### src/rtl/pipeline_pkg.sv
// Shared types for the core's inter-stage registers.
// Holds the hazard-unit control bundle, the occupancy type and the NOP
// encoding that stage structs use to build their bubble value.
package pipeline_pkg;

    // Per-stage hazard controls driven by the hazard unit
    typedef struct packed {
        logic stall;
        logic flush;
    } stage_ctrl_t;

    // Number of payloads held by one stage register (0..2)
    typedef logic [1:0] occupancy_t;

    typedef logic [31:0] instruction_t;

    // addi x0, x0, 0: the canonical NOP used to fill bubbles
    localparam instruction_t NOP = 32'h0000_0013;

    // Sum of the occupied entries of a stage register
    function automatic occupancy_t count_entries(input logic main_v, input logic skid_v);
        return occupancy_t'({1'b0, main_v}) + occupancy_t'({1'b0, skid_v});
    endfunction

endpackage

### src/rtl/pipeline_skid_entry.sv
// One valid+payload storage entry of a stage register.
// clear_i empties the entry and parks the bubble payload on it, load_i
// captures data_i, unload_i drops the valid while keeping the payload.
module pipeline_skid_entry #(
    parameter int                   DataWidth   = 64,
    parameter logic [DataWidth-1:0] BubbleValue = '0
) (
    input  logic                 clock,
    input  logic                 clear_i,
    input  logic                 load_i,
    input  logic                 unload_i,
    input  logic [DataWidth-1:0] data_i,
    output logic                 valid_o,
    output logic [DataWidth-1:0] data_o
);

    logic                 valid_q;
    logic [DataWidth-1:0] data_q;

    // Clear beats load, load beats unload; otherwise the entry holds
    always_ff @(posedge clock) begin
        if (clear_i) begin
            valid_q <= 1'b0;
            data_q  <= BubbleValue;
        end else if (load_i) begin
            valid_q <= 1'b1;
            data_q  <= data_i;
        end else if (unload_i) begin
            valid_q <= 1'b0;
        end
    end

    assign valid_o = valid_q;
    assign data_o  = data_q;

endmodule

### src/rtl/pipeline_stage_register.sv
// Generic inter-stage register (IF/ID, ID/EX, EX/MEM, MEM/WB) carrying an
// opaque payload with valid/ready handshake, stall and flush-with-bubble.
// Optional feature: define PIPELINE_SKID_BUFFER_EN to add a second (skid)
// entry behind the main register and make ready_out a registered signal
// with no combinational path from ready_in.
module pipeline_stage_register
    import pipeline_pkg::*;
#(
    parameter int                   DataWidth   = 64,
    parameter logic [DataWidth-1:0] BubbleValue = '0
) (
    input  logic                 clock,
    input  logic                 reset,
    input  logic                 stall,
    input  logic                 flush,
    input  logic                 valid_in,
    output logic                 ready_out,
    input  logic [DataWidth-1:0] data_in,
    output logic                 valid_out,
    input  logic                 ready_in,
    output logic [DataWidth-1:0] data_out,
    output occupancy_t           occupancy
);

    stage_ctrl_t          ctrl;
    logic                 clear;
    logic                 advance;
    logic                 emit;
    logic                 accept;
    logic                 main_valid;
    logic                 main_load;
    logic                 main_unload;
    logic [DataWidth-1:0] main_data_in;
    logic [DataWidth-1:0] main_data;

    assign ctrl    = {stall, flush};
    // Reset and flush both drop every entry; stall freezes everything else
    assign clear   = reset | ctrl.flush;
    assign advance = ~clear & ~ctrl.stall;
    assign emit    = advance & main_valid & ready_in;
    assign accept  = valid_in & ready_out;

`ifdef PIPELINE_SKID_BUFFER_EN
    logic                 skid_valid;
    logic                 skid_valid_d;
    logic                 skid_load;
    logic                 skid_unload;
    logic                 ready_q;
    logic [DataWidth-1:0] skid_data;

    // ready_q mirrors ~skid_valid from a flop, so ready_in never reaches ready_out
    assign ready_out    = advance & ready_q;

    // Main refills from skid when it drains; otherwise from upstream.
    // While skid is full ready_q is low, so accept and skid refill never collide.
    assign main_load    = (accept & (~main_valid | emit)) | (emit & skid_valid);
    assign main_data_in = skid_valid ? skid_data : data_in;
    assign main_unload  = emit & ~main_load;
    assign skid_load    = accept & main_valid & ~emit;
    assign skid_unload  = emit & skid_valid;

    // Next-state of the skid valid bit, used to pre-compute ready
    always_comb begin
        skid_valid_d = skid_valid;
        if (clear) begin
            skid_valid_d = 1'b0;
        end else if (skid_load) begin
            skid_valid_d = 1'b1;
        end else if (skid_unload) begin
            skid_valid_d = 1'b0;
        end
    end

    // Registered ready: open whenever the skid entry will be empty
    always_ff @(posedge clock) begin
        if (reset) begin
            ready_q <= 1'b1;
        end else begin
            ready_q <= ~skid_valid_d;
        end
    end

    pipeline_skid_entry #(
        .DataWidth   (DataWidth),
        .BubbleValue (BubbleValue)
    ) u_skid (
        .clock    (clock),
        .clear_i  (clear),
        .load_i   (skid_load),
        .unload_i (skid_unload),
        .data_i   (data_in),
        .valid_o  (skid_valid),
        .data_o   (skid_data)
    );

    assign occupancy = count_entries(main_valid, skid_valid);
`else
    // Single entry: free, or being drained by downstream this cycle
    assign ready_out    = advance & (~main_valid | ready_in);
    assign main_load    = accept;
    assign main_data_in = data_in;
    assign main_unload  = emit & ~accept;

    assign occupancy = count_entries(main_valid, 1'b0);
`endif

    pipeline_skid_entry #(
        .DataWidth   (DataWidth),
        .BubbleValue (BubbleValue)
    ) u_main (
        .clock    (clock),
        .clear_i  (clear),
        .load_i   (main_load),
        .unload_i (main_unload),
        .data_i   (main_data_in),
        .valid_o  (main_valid),
        .data_o   (main_data)
    );

    assign valid_out = main_valid;
    assign data_out  = main_data;

endmodule

### config.mk
export PLATFORM = sky130hd
export DESIGN_NAME = pipeline_stage_register
export DESIGN_NICKNAME = d
export VERILOG_FILES = /design/src/rtl/pipeline_pkg.sv /design/src/rtl/pipeline_skid_entry.sv /design/src/rtl/pipeline_stage_register.sv
export SDC_FILE = /design/constraint.sdc
export NUM_CORES = 1
export LEC_CHECK = 0
export BUFFER_PORTS_ARGS = -buffer_cell sky130_fd_sc_hd__buf_4
export CORE_MARGIN = 1
export CORE_UTILIZATION = 47
export DETAILED_ROUTE_END_ITERATION = 16
export PLACE_DENSITY = 0.85
export SLEW_MARGIN = 30
export SYNTH_ARGS = -nofsm -noshare
export SYNTH_HDL_FRONTEND = slang
export SYNTH_HIERARCHICAL = 1
export SYNTH_SLANG_ARGS = --single-unit
### constraint.sdc
create_clock -name clock -period 2.6 [get_ports clock]
set_input_delay 0.39 -clock clock [delete_from_list [all_inputs] [get_ports clock]]
set_output_delay 0.39 -clock clock [all_outputs]
set_load 0.01 [all_outputs]
==> results of run 1 <==
## per-stage QoR
stage	instances	hold slack (ns)	cell area [sq um]	setup slack, ns
2_1_floorplan	220	0.525	2420	0.913
3_3_place_gp	410	0.473	3410	0.640
3_5_place_dp	410	0.484	3410	0.576
4_1_cts	426	0.280	3600	0.919
5_1_grt	426	0.282	3600	0.833
6_report	426	0.289	3600	0.915
## cell usage after synthesis (all sizes together)
library cell and n:
a21oi 1, or3 1, buf 14, mux2i 64
nor3 1, nor2b 1, or2 1, nand2b 1
inv 1, dfxtp 65, nor3b 1, nand2 1
conb 1, nor2 65, clkbuf 2
## sequential cells by signal, indices dropped and copies added (netlist names)
name and count:
u_main/data_o 64, u_main/valid_o 1
## worst register-to-register path, delay by kind of cell (launching register included)
family / cells / cell delay [ns]
buf+inv: 1 / 0.40
flops: 1 / 0.35
mux: 1 / 0.25
simple gates: 3 / 0.50
## cell type report
class	count	area, sq um	share of cell area
flip-flops and latches	65	1300	0.361
repair buffers	139	1070	0.297
multi-input cells	138	956	0.265
clock buffers	13	149	0.0413
well taps	67	83.8	0.0233
clock inverters	3	40.0	0.0111
inverters	1	3.75	0.00104
## cell families (layout without fill, tap and decap cells)
family / Yosys count / in the layout
compound gates: 1 / 1
other cells: 1 / 1
mux: 64 / 64
buf+inv: 17 / 156
flops: 65 / 65
simple gates: 72 / 72
## metal layers
metal	vias up	part of all wire	GRT usage
li1	992	-	-
met1	909	0.39	0.218
met2	91	0.48	0.355
met3	12	0.10	0.0837
met4	0	0.021	0.115
met5	-	0	0
## power by group
part	leakage [nW]	switching, W	total (W)	internal (W)
sequential	0.524	0.00000463	0.00101	0.00100
clock	0.0974	0.000357	0.000824	0.000467
combinational	0.904	0.0000622	0.000166	0.000103
total	1.53	0.000424	0.00200	0.00157
## how the worst min path moves through the flow
stage / startpoint / endpoint / slack, ns / cells after the start
after global routing: data_in[3] / u_main/data_o[3]$_SDFFE_PP0P_ / 0.28 / 3
after detailed placement: u_main/data_o[32]$_SDFFE_PP0P_ / u_main/data_o[32]$_SDFFE_PP0P_ / 0.48 / 2
after floorplan: u_main/valid_o$_SDFFE_PP0P_ / u_main/valid_o$_SDFFE_PP0P_ / 0.53 / 2
after global placement: u_main/data_o[8]$_SDFFE_PP0P_ / u_main/data_o[8]$_SDFFE_PP0P_ / 0.47 / 2
after CTS: data_in[29] / u_main/data_o[29]$_SDFFE_PP0P_ / 0.28 / 3
final: data_in[29] / u_main/data_o[29]$_SDFFE_PP0P_ / 0.29 / 3
==> impl_metrics.env, run 1 <==
export IMPL_cp_depth=6
export IMPL_yosysTopAreaCell="dfxtp_1"
export IMPL_power_w=0.00200
export IMPL_rr_endpoint="u_main/data_o[50]$_SDFFE_PP0P_"
export IMPL_gp_congestion=0.671
export IMPL_synth_avg_cell_area_sq_um=11.0
export IMPL_ff2ff_setup_slack_ns=0.96
export IMPL_synth_xor_area_frac=0
export IMPL_cts_hold_buf=0
export IMPL_synth_fp_nets=290
export IMPL_hp_class="in2reg"
export IMPL_antenna_left=0
export IMPL_drt_wl_total_mm=5.55
export IMPL_port_buffers=136
export IMPL_synthTopCellsByArea="dfxtp_1 54%, mux2i_1 27%, nor2_1 10%, buf_12 4.1%, buf_4 0.93%"
export IMPL_grt_pass1_vias=1959
export IMPL_worst_r2r_path_depth=5
export IMPL_dp_hpwl_mm=3.91
export IMPL_synthSimpleGateAreaFrac=0.124
export IMPL_crit_type="in2reg"
export IMPL_ctsResizeCount=0
export IMPL_synth_compound_area_frac=0.00207
export IMPL_path_cells="buf_4 -> or3_4 -> nor3b_4 -> buf_4 -> mux2i_1 -> nor2_1"
export IMPL_clock_fmax_mhz=594
export IMPL_grt_pass1_wl_mm=8.41
export IMPL_insertion_delay_ns=0.33
export IMPL_syn_cell_area_sq_um=2420
export IMPL_drc=0
export IMPL_crit_slowest_cell="or3_4"
export IMPL_nFillCells=360
export IMPL_final_cell_mix="137 x buf_4, 65 x nor2_1, 65 x dfxtp_1"
export IMPL_cpMostUsedCell="buf_4"
export IMPL_seq_area_frac_synth=0.538
export IMPL_yosys_warnings=6
export IMPL_synth_seq_cells=65
export IMPL_grt_use_total=0.208
export IMPL_drive_above_1_share=0.437
export IMPL_via_per_inst=4.70
export IMPL_gr_total_overflow=0
export IMPL_crit_family="simple AND/OR/NAND/NOR gates"
export IMPL_period_share=0.648
export IMPL_rsz0062_at_grt="false"
export IMPL_cts_htree_levels=3
export IMPL_rr_startpoint="u_main/valid_o$_SDFFE_PP0P_"
export IMPL_synth_cell_type_count=19
export IMPL_n_antenna_cell=0
export IMPL_hold_violations=0
export IMPL_clk_pin_slew_ns=0.07
export IMPL_powerDensity_nw_per_um2=555
export IMPL_chipWidth_um=73.7
export IMPL_setup_viol=0
export IMPL_tightest_slew_ns=0.620
export IMPL_cts_sinks=65
export IMPL_via_count=2004
export IMPL_post_cts_buffers=0
export IMPL_required_ns=2.78
export IMPL_cts_buffers=9
export IMPL_cp_endpoint="u_main/data_o[50]$_SDFFE_PP0P_"
export IMPL_crit_path_start_kind="primary input"
export IMPL_antenna_found_initial=0
export IMPL_fin_setup_tns_ns=0
export IMPL_synth_top_family_by_area="multiplexers"
export IMPL_cp_max_fo=23
export IMPL_slew_headroom=0.587
export IMPL_period_needed_ns=1.68
export IMPL_arrival_ns=1.86
export IMPL_layout_nets=424
export IMPL_root_buffer="clkbuf_8"
export IMPL_dr_pass1_iters=3
export IMPL_die_h_um=73.7
export IMPL_drv_slew=0
export IMPL_final_common_cell="buf_4"
export IMPL_status="finished clean"
export IMPL_clk_path_buf_depth=2
export IMPL_skew_ns=0.00793
export IMPL_fin_util=0.743
export IMPL_rows=25
export IMPL_crit_start="flush"
export IMPL_ir_drop_uv=374
export IMPL_area_delta_synth_final_pct=49.0
export IMPL_coreArea_sq_um=4850
export IMPL_wl_per_cell_um=13.0
export IMPL_power_leakage_nw=1.53
export IMPL_grt_max_degree=43
export IMPL_initial_core_util=0.499
export IMPL_endpoint_kind="register"
export IMPL_muxShareOfSynthArea=0.265
export IMPL_drt_iter0_markers=63
export IMPL_synthAdderAreaFrac=0
export IMPL_slowest_delay_ns=0.40
export IMPL_dieArea_sq_um=5430
export IMPL_netlist_instances=220
export IMPL_cts_tree="done"
export IMPL_drv_cap=0
export IMPL_synth_top_area_frac=0.538
export IMPL_crit_buf_inv=2
export IMPL_boundaryPins=138
No activity file was read; power rests on OpenSTA's default activity.
==> run 2, diff against run 1 <==
--- a/config.mk
+++ b/config.mk
@@ -7,9 +7,9 @@
 export LEC_CHECK = 0
 export BUFFER_PORTS_ARGS = -buffer_cell sky130_fd_sc_hd__buf_4
 export CORE_MARGIN = 1
-export CORE_UTILIZATION = 47
+export CORE_UTILIZATION = 39
 export DETAILED_ROUTE_END_ITERATION = 16
-export PLACE_DENSITY = 0.85
+export PLACE_DENSITY = 0.75
 export SLEW_MARGIN = 30
 export SYNTH_ARGS = -nofsm -noshare
 export SYNTH_HDL_FRONTEND = slang
==> constraint.sdc (replaced) <==
create_clock -name clock -period 1.5 [get_ports clock]
set_input_delay 0.225 -clock clock [delete_from_list [all_inputs] [get_ports clock]]
set_output_delay 0.225 -clock clock [all_outputs]
set_load 0.01 [all_outputs]
==> impl_metrics.env, run 2 (synthesis results as in run 1) <==
export IMPL_status="finished clean"
export IMPL_initial_core_util=0.406
export IMPL_hold_violations=0
export IMPL_endpoint_kind="register"
export IMPL_gr_total_overflow=0
export IMPL_clock_fmax_mhz=704
export IMPL_cts_buffers=9
export IMPL_drv_slew=0
export IMPL_wl_per_cell_um=12.8
export IMPL_clk_path_buf_depth=2
export IMPL_seqCellArea_sq_um=1300
export IMPL_drc=0
export IMPL_via_count=2016
export IMPL_cts_htree_levels=3
export IMPL_n_antenna_cell=0
export IMPL_period_needed_ns=1.42
export IMPL_drt_wl_total_mm=5.73
export IMPL_drive_above_1_share=0.469
export IMPL_antenna_found_initial=0
export IMPL_powerDensity_nw_per_um2=955
export IMPL_largest_reg_flops=64
export IMPL_fin_setup_tns_ns=0
export IMPL_setup_viol=0
export IMPL_cts_sinks=65
export IMPL_insertion_delay_ns=0.33
export IMPL_via_per_inst=4.50
export IMPL_dp_slack_ns=-0.213
export IMPL_gp_congestion=0.730
export IMPL_fin_ws_ns=0.0792
export IMPL_drv_cap=0
export IMPL_nFillCells=513
export IMPL_chipWidth_um=80.7
export IMPL_arrival_ns=1.63
export IMPL_multi_input_area_sq_um=960
export IMPL_placed_area_sq_um=3520
export IMPL_grt_pass1_wl_mm=8.49
export IMPL_crit_path_start_kind="register"
export IMPL_period_share=0.947
export IMPL_boundaryPins=138
export IMPL_grt_max_degree=36
export IMPL_clk_pin_slew_ns=0.07
export IMPL_final_common_cell="buf_4"
export IMPL_required_ns=1.71
export IMPL_grt_use_total=0.173
export IMPL_root_buffer="clkbuf_8"
export IMPL_skew_ns=0.00916
export IMPL_drt_iter0_markers=75
export IMPL_area_delta_synth_final_pct=56.6
export IMPL_die_h_um=80.7
export IMPL_antenna_left=0
export IMPL_fin_area_sq_um=3790
export IMPL_power_w=0.00362
export IMPL_cp_max_fo=8
export IMPL_port_buffers=136
export IMPL_grt_pass1_vias=1904
export IMPL_rows=28
export IMPL_final_cell_count_no_fill=448
export IMPL_power_leakage_nw=1.62
export IMPL_hp_class="in2reg"
export IMPL_dr_pass1_iters=4
export IMPL_coreArea_sq_um=5960
export IMPL_crit_type="reg2reg"
export IMPL_cts_tree="done"
export IMPL_rsz0062_at_grt="false"
export IMPL_ir_drop_uv=588
export IMPL_dieArea_sq_um=6520
export IMPL_dp_hpwl_mm=4.11
export IMPL_final_cell_mix="147 x buf_4, 65 x nor2_1, 65 x dfxtp_1"
export IMPL_placed_cells=431
export IMPL_layout_nets=439
-- run 2: cell types whose count changed in the layout (fill, tap and decap cells not counted), sizes merged --
cell / change
buf: +14
clkinv: -1
clkbuf: +1
-- run 2: power breakdown --
group / internal [W] / switching (W)
Sequential: 0.00174 / 0.00000776
Clock: 0.000938 / 0.000623
Combinational: 0.000195 / 0.000113
-- run 2: timing repair --
| action | in CTS | in global routing |
|---|---|---|
| buffers inserted | 0 | 1 |
| endpoints found under the hold margin | 0 | 0 |
| resized for setup | 0 | 5 |
| endpoints found under the setup margin | 0 | 19 |
| hold buffers | 0 | 0 |
-- run 2: layout make-up --
| class | instances | area share |
|---|---|---|
| inverter | 1 | 0.000991 |
| tap | 75 | 0.0248 |
| timing repair buffer | 154 | 0.321 |
| multi-input combinational | 138 | 0.253 |
| sequential | 65 | 0.344 |
| clock buffer | 13 | 0.0473 |
| clock inverter | 2 | 0.00925 |
-- run 2: path summary, 6_finish.rpt --
check / start / end / slack [ns] / cells past startpoint
hold reg to reg: u_main/data_o[7]$_SDFFE_PP0P_ / u_main/data_o[7]$_SDFFE_PP0P_ / 0.49 / 2
setup reg to reg: u_main/valid_o$_SDFFE_PP0P_ / u_main/data_o[10]$_SDFFE_PP0P_ / 0.08 / 6
hold / removal: data_in[49] / u_main/data_o[49]$_SDFFE_PP0P_ / 0.12 / 3
setup / recovery: u_main/valid_o$_SDFFE_PP0P_ / u_main/data_o[10]$_SDFFE_PP0P_ / 0.08 / 6
-- run 2: routing by layer --
metal	global-route usage	vias up	share of wire
met3	0.0798	9	0.092
li1	-	1022	-
met4	0.0821	0	0.011
met2	0.278	86	0.49
met5	0	-	0
met1	0.194	899	0.41
-- run 2: critical path, stage by stage (launching register included) --
cell,delay [ns]
dfxtp_1,0.31
nor2b_1,0.17
nor3b_4,0.21
buf_6,0.18
buf_4,0.17
mux2i_1,0.20
nor2_1,0.05
-- run 2: metrics by stage --
step                utilization  hold WS, ns
floorplan                     -        0.372
global placement          0.591        0.455
detailed placement        0.591        0.468
CTS                       0.627        0.104
global route              0.636        0.102
finish                    0.636        0.120
==> run 3, diff against run 2 <==
==> constraint.sdc (replaced) <==
create_clock -name clock -period 1.5 [get_ports clock]
set_input_delay 0.3 -clock clock [delete_from_list [all_inputs] [get_ports clock]]
set_output_delay 0.3 -clock clock [all_outputs]
set_load 0.01 [all_outputs]
==> impl_metrics.env, run 3 (synthesis results as in run 1) <==
export IMPL_status="finished clean"
export IMPL_rr_startpoint="u_main/valid_o$_SDFFE_PP0P_"
export IMPL_cts_hold_buf=0
export IMPL_grt_use_total=0.167
export IMPL_rsz0062_at_grt="true"
export IMPL_crit_start="stall"
export IMPL_final_cell_count_no_fill=445
export IMPL_drt_iter0_markers=61
export IMPL_setup_viol=0
export IMPL_cts_tree="done"
export IMPL_final_common_cell="buf_4"
export IMPL_fin_setup_tns_ns=0
export IMPL_gr_total_overflow=0
export IMPL_post_cts_buffers=0
export IMPL_cts_buffers=9
export IMPL_area_delta_synth_final_pct=57.4
export IMPL_hold_end="u_main/data_o[7]$_SDFFE_PP0P_"
export IMPL_grt_max_degree=41
export IMPL_antenna_left=0
export IMPL_via_count=2039
export IMPL_coreArea_sq_um=5960
export IMPL_die_h_um=80.7
export IMPL_grt_pass1_vias=1949
export IMPL_drc=0
export IMPL_clk_pin_slew_ns=0.06
export IMPL_hp_class="in2reg"
export IMPL_clk_path_buf_depth=2
export IMPL_final_cell_mix="140 x buf_4, 65 x dfxtp_1, 64 x nor2_1"
export IMPL_gp_congestion=0.687
export IMPL_rr_endpoint="u_main/data_o[61]$_SDFFE_PP0P_"
export IMPL_port_buffers=136
export IMPL_drv_slew=0
export IMPL_min_from="data_in[7]"
export IMPL_dieArea_sq_um=6520
export IMPL_crit_type="in2reg"
export IMPL_layout_nets=438
export IMPL_boundaryPins=138
export IMPL_powerDensity_nw_per_um2=857
export IMPL_endpoint_kind="register"
export IMPL_period_share=0.979
export IMPL_drt_wl_total_mm=5.76
export IMPL_chipWidth_um=80.7
export IMPL_dr_pass1_iters=4
export IMPL_ir_drop_uv=541
export IMPL_root_buffer="clkbuf_8"
export IMPL_initial_core_util=0.406
export IMPL_arrival_ns=1.66
export IMPL_insertion_delay_ns=0.32
export IMPL_fin_util=0.639
export IMPL_rows=28
export IMPL_period_needed_ns=1.47
export IMPL_clock_fmax_mhz=681
export IMPL_drv_cap=0
export IMPL_cts_sinks=65
export IMPL_via_per_inst=4.58
export IMPL_crit_path_start_kind="primary input"
export IMPL_hold_violations=0
export IMPL_wl_per_cell_um=12.9
export IMPL_drive_above_1_share=0.470
export IMPL_ff2ff_setup_slack_ns=0.08
export IMPL_antenna_found_initial=0
export IMPL_dp_hpwl_mm=4.05
export IMPL_largest_reg_flops=64
export IMPL_grt_pass1_wl_mm=8.30
export IMPL_worst_r2r_path_depth=6
export IMPL_power_leakage_nw=1.61
export IMPL_placed_cells=428
export IMPL_skew_ns=0.00263
export IMPL_n_antenna_cell=0
export IMPL_cp_max_fo=8
export IMPL_required_ns=1.69
export IMPL_hold_depth=3
export IMPL_cts_htree_levels=3
export IMPL_nFillCells=503
[run 3: cell count changes in the layout (fill, tap and decap cells not counted)]
cell / previous run / this run
nor2_2: 0 / 1
nor2_1: 65 / 64
clkbuf_8: 13 / 10
clkbuf_16: 1 / 3
buf_4: 147 / 140
mux2i_4: 0 / 2
bufinv_16: 1 / 0
nor2b_1: 1 / 0
clkbuf_1: 0 / 2
nor2b_4: 0 / 1
mux2i_1: 63 / 61
buf_8: 0 / 1
buf_6: 4 / 7
[run 3: worst max-delay path by stage]
| stage | to | depth (start not counted) |
|---|---|---|
| CTS | ready_out | 3 |
| global placement | u_main/data_o[26]$_SDFFE_PP0P_ | 7 |
| finish | u_main/data_o[61]$_SDFFE_PP0P_ | 7 |
| global route | u_main/data_o[61]$_SDFFE_PP0P_ | 7 |
| floorplan | u_main/data_o[51]$_SDFFE_PP0P_ | 6 |
| detailed placement | u_main/data_o[61]$_SDFFE_PP0P_ | 7 |
[run 3: worst max-delay path, stage by stage]
cell     delay (ns)
buf_6          0.09
or3_4          0.39
nor3b_4        0.24
buf_6          0.20
buf_8          0.16
mux2i_1        0.21
nor2_1         0.06
[run 3: metal layers]
layer / wire, um / GRT usage / vias to the layer above / share of wire
met1: 2340 / 0.179 / 930 / 0.41
met2: 2870 / 0.293 / 84 / 0.50
met5: 0 / 0 / - / 0
met4: 61 / 0.0750 / 0 / 0.011
met3: 494 / 0.0629 / 6 / 0.086
li1: - / - / 1019 / -
[run 3: timing repair]
action | 4_1_cts | 5_1_grt
pin swaps | 0 | 2
gates resized for setup | 1 | 15
endpoints found under the hold margin | 0 | 0
gates cloned | 0 | 4
endpoints found under the setup margin | 1 | 34
[run 3: stage by stage]
step | total power [W] | instance area [sq um] | hold slack (ns) | setup WS (ns)
2_1_floorplan | 0.00191 | 2420 | 0.447 | -0.0966
3_3_place_gp | 0.00208 | 3500 | 0.473 | -0.231
3_5_place_dp | 0.00208 | 3500 | 0.481 | -0.288
4_1_cts | 0.00329 | 3650 | 0.196 | 0.00864
5_1_grt | 0.00342 | 3800 | 0.194 | -0.00300
6_report | 0.00326 | 3800 | 0.217 | 0.0312
[run 3: layout make-up]
type	count	area, sq um	share of cell area
multi-input combinational	138	995	0.262
inverter	1	3.75	0.000987
timing repair buffer	153	1260	0.331
clock buffer	12	145	0.0382
sequential	65	1300	0.342
tap	75	93.8	0.0247
clock inverter	1	5.00	0.00132
[run 3: power breakdown]
part	leakage, nW	switching (W)	internal, W
logic	1.00	0.000117	0.000204
clock network	0.0782	0.000575	0.000616
registers	0.524	0.00000781	0.00174
total	1.61	0.000700	0.00256
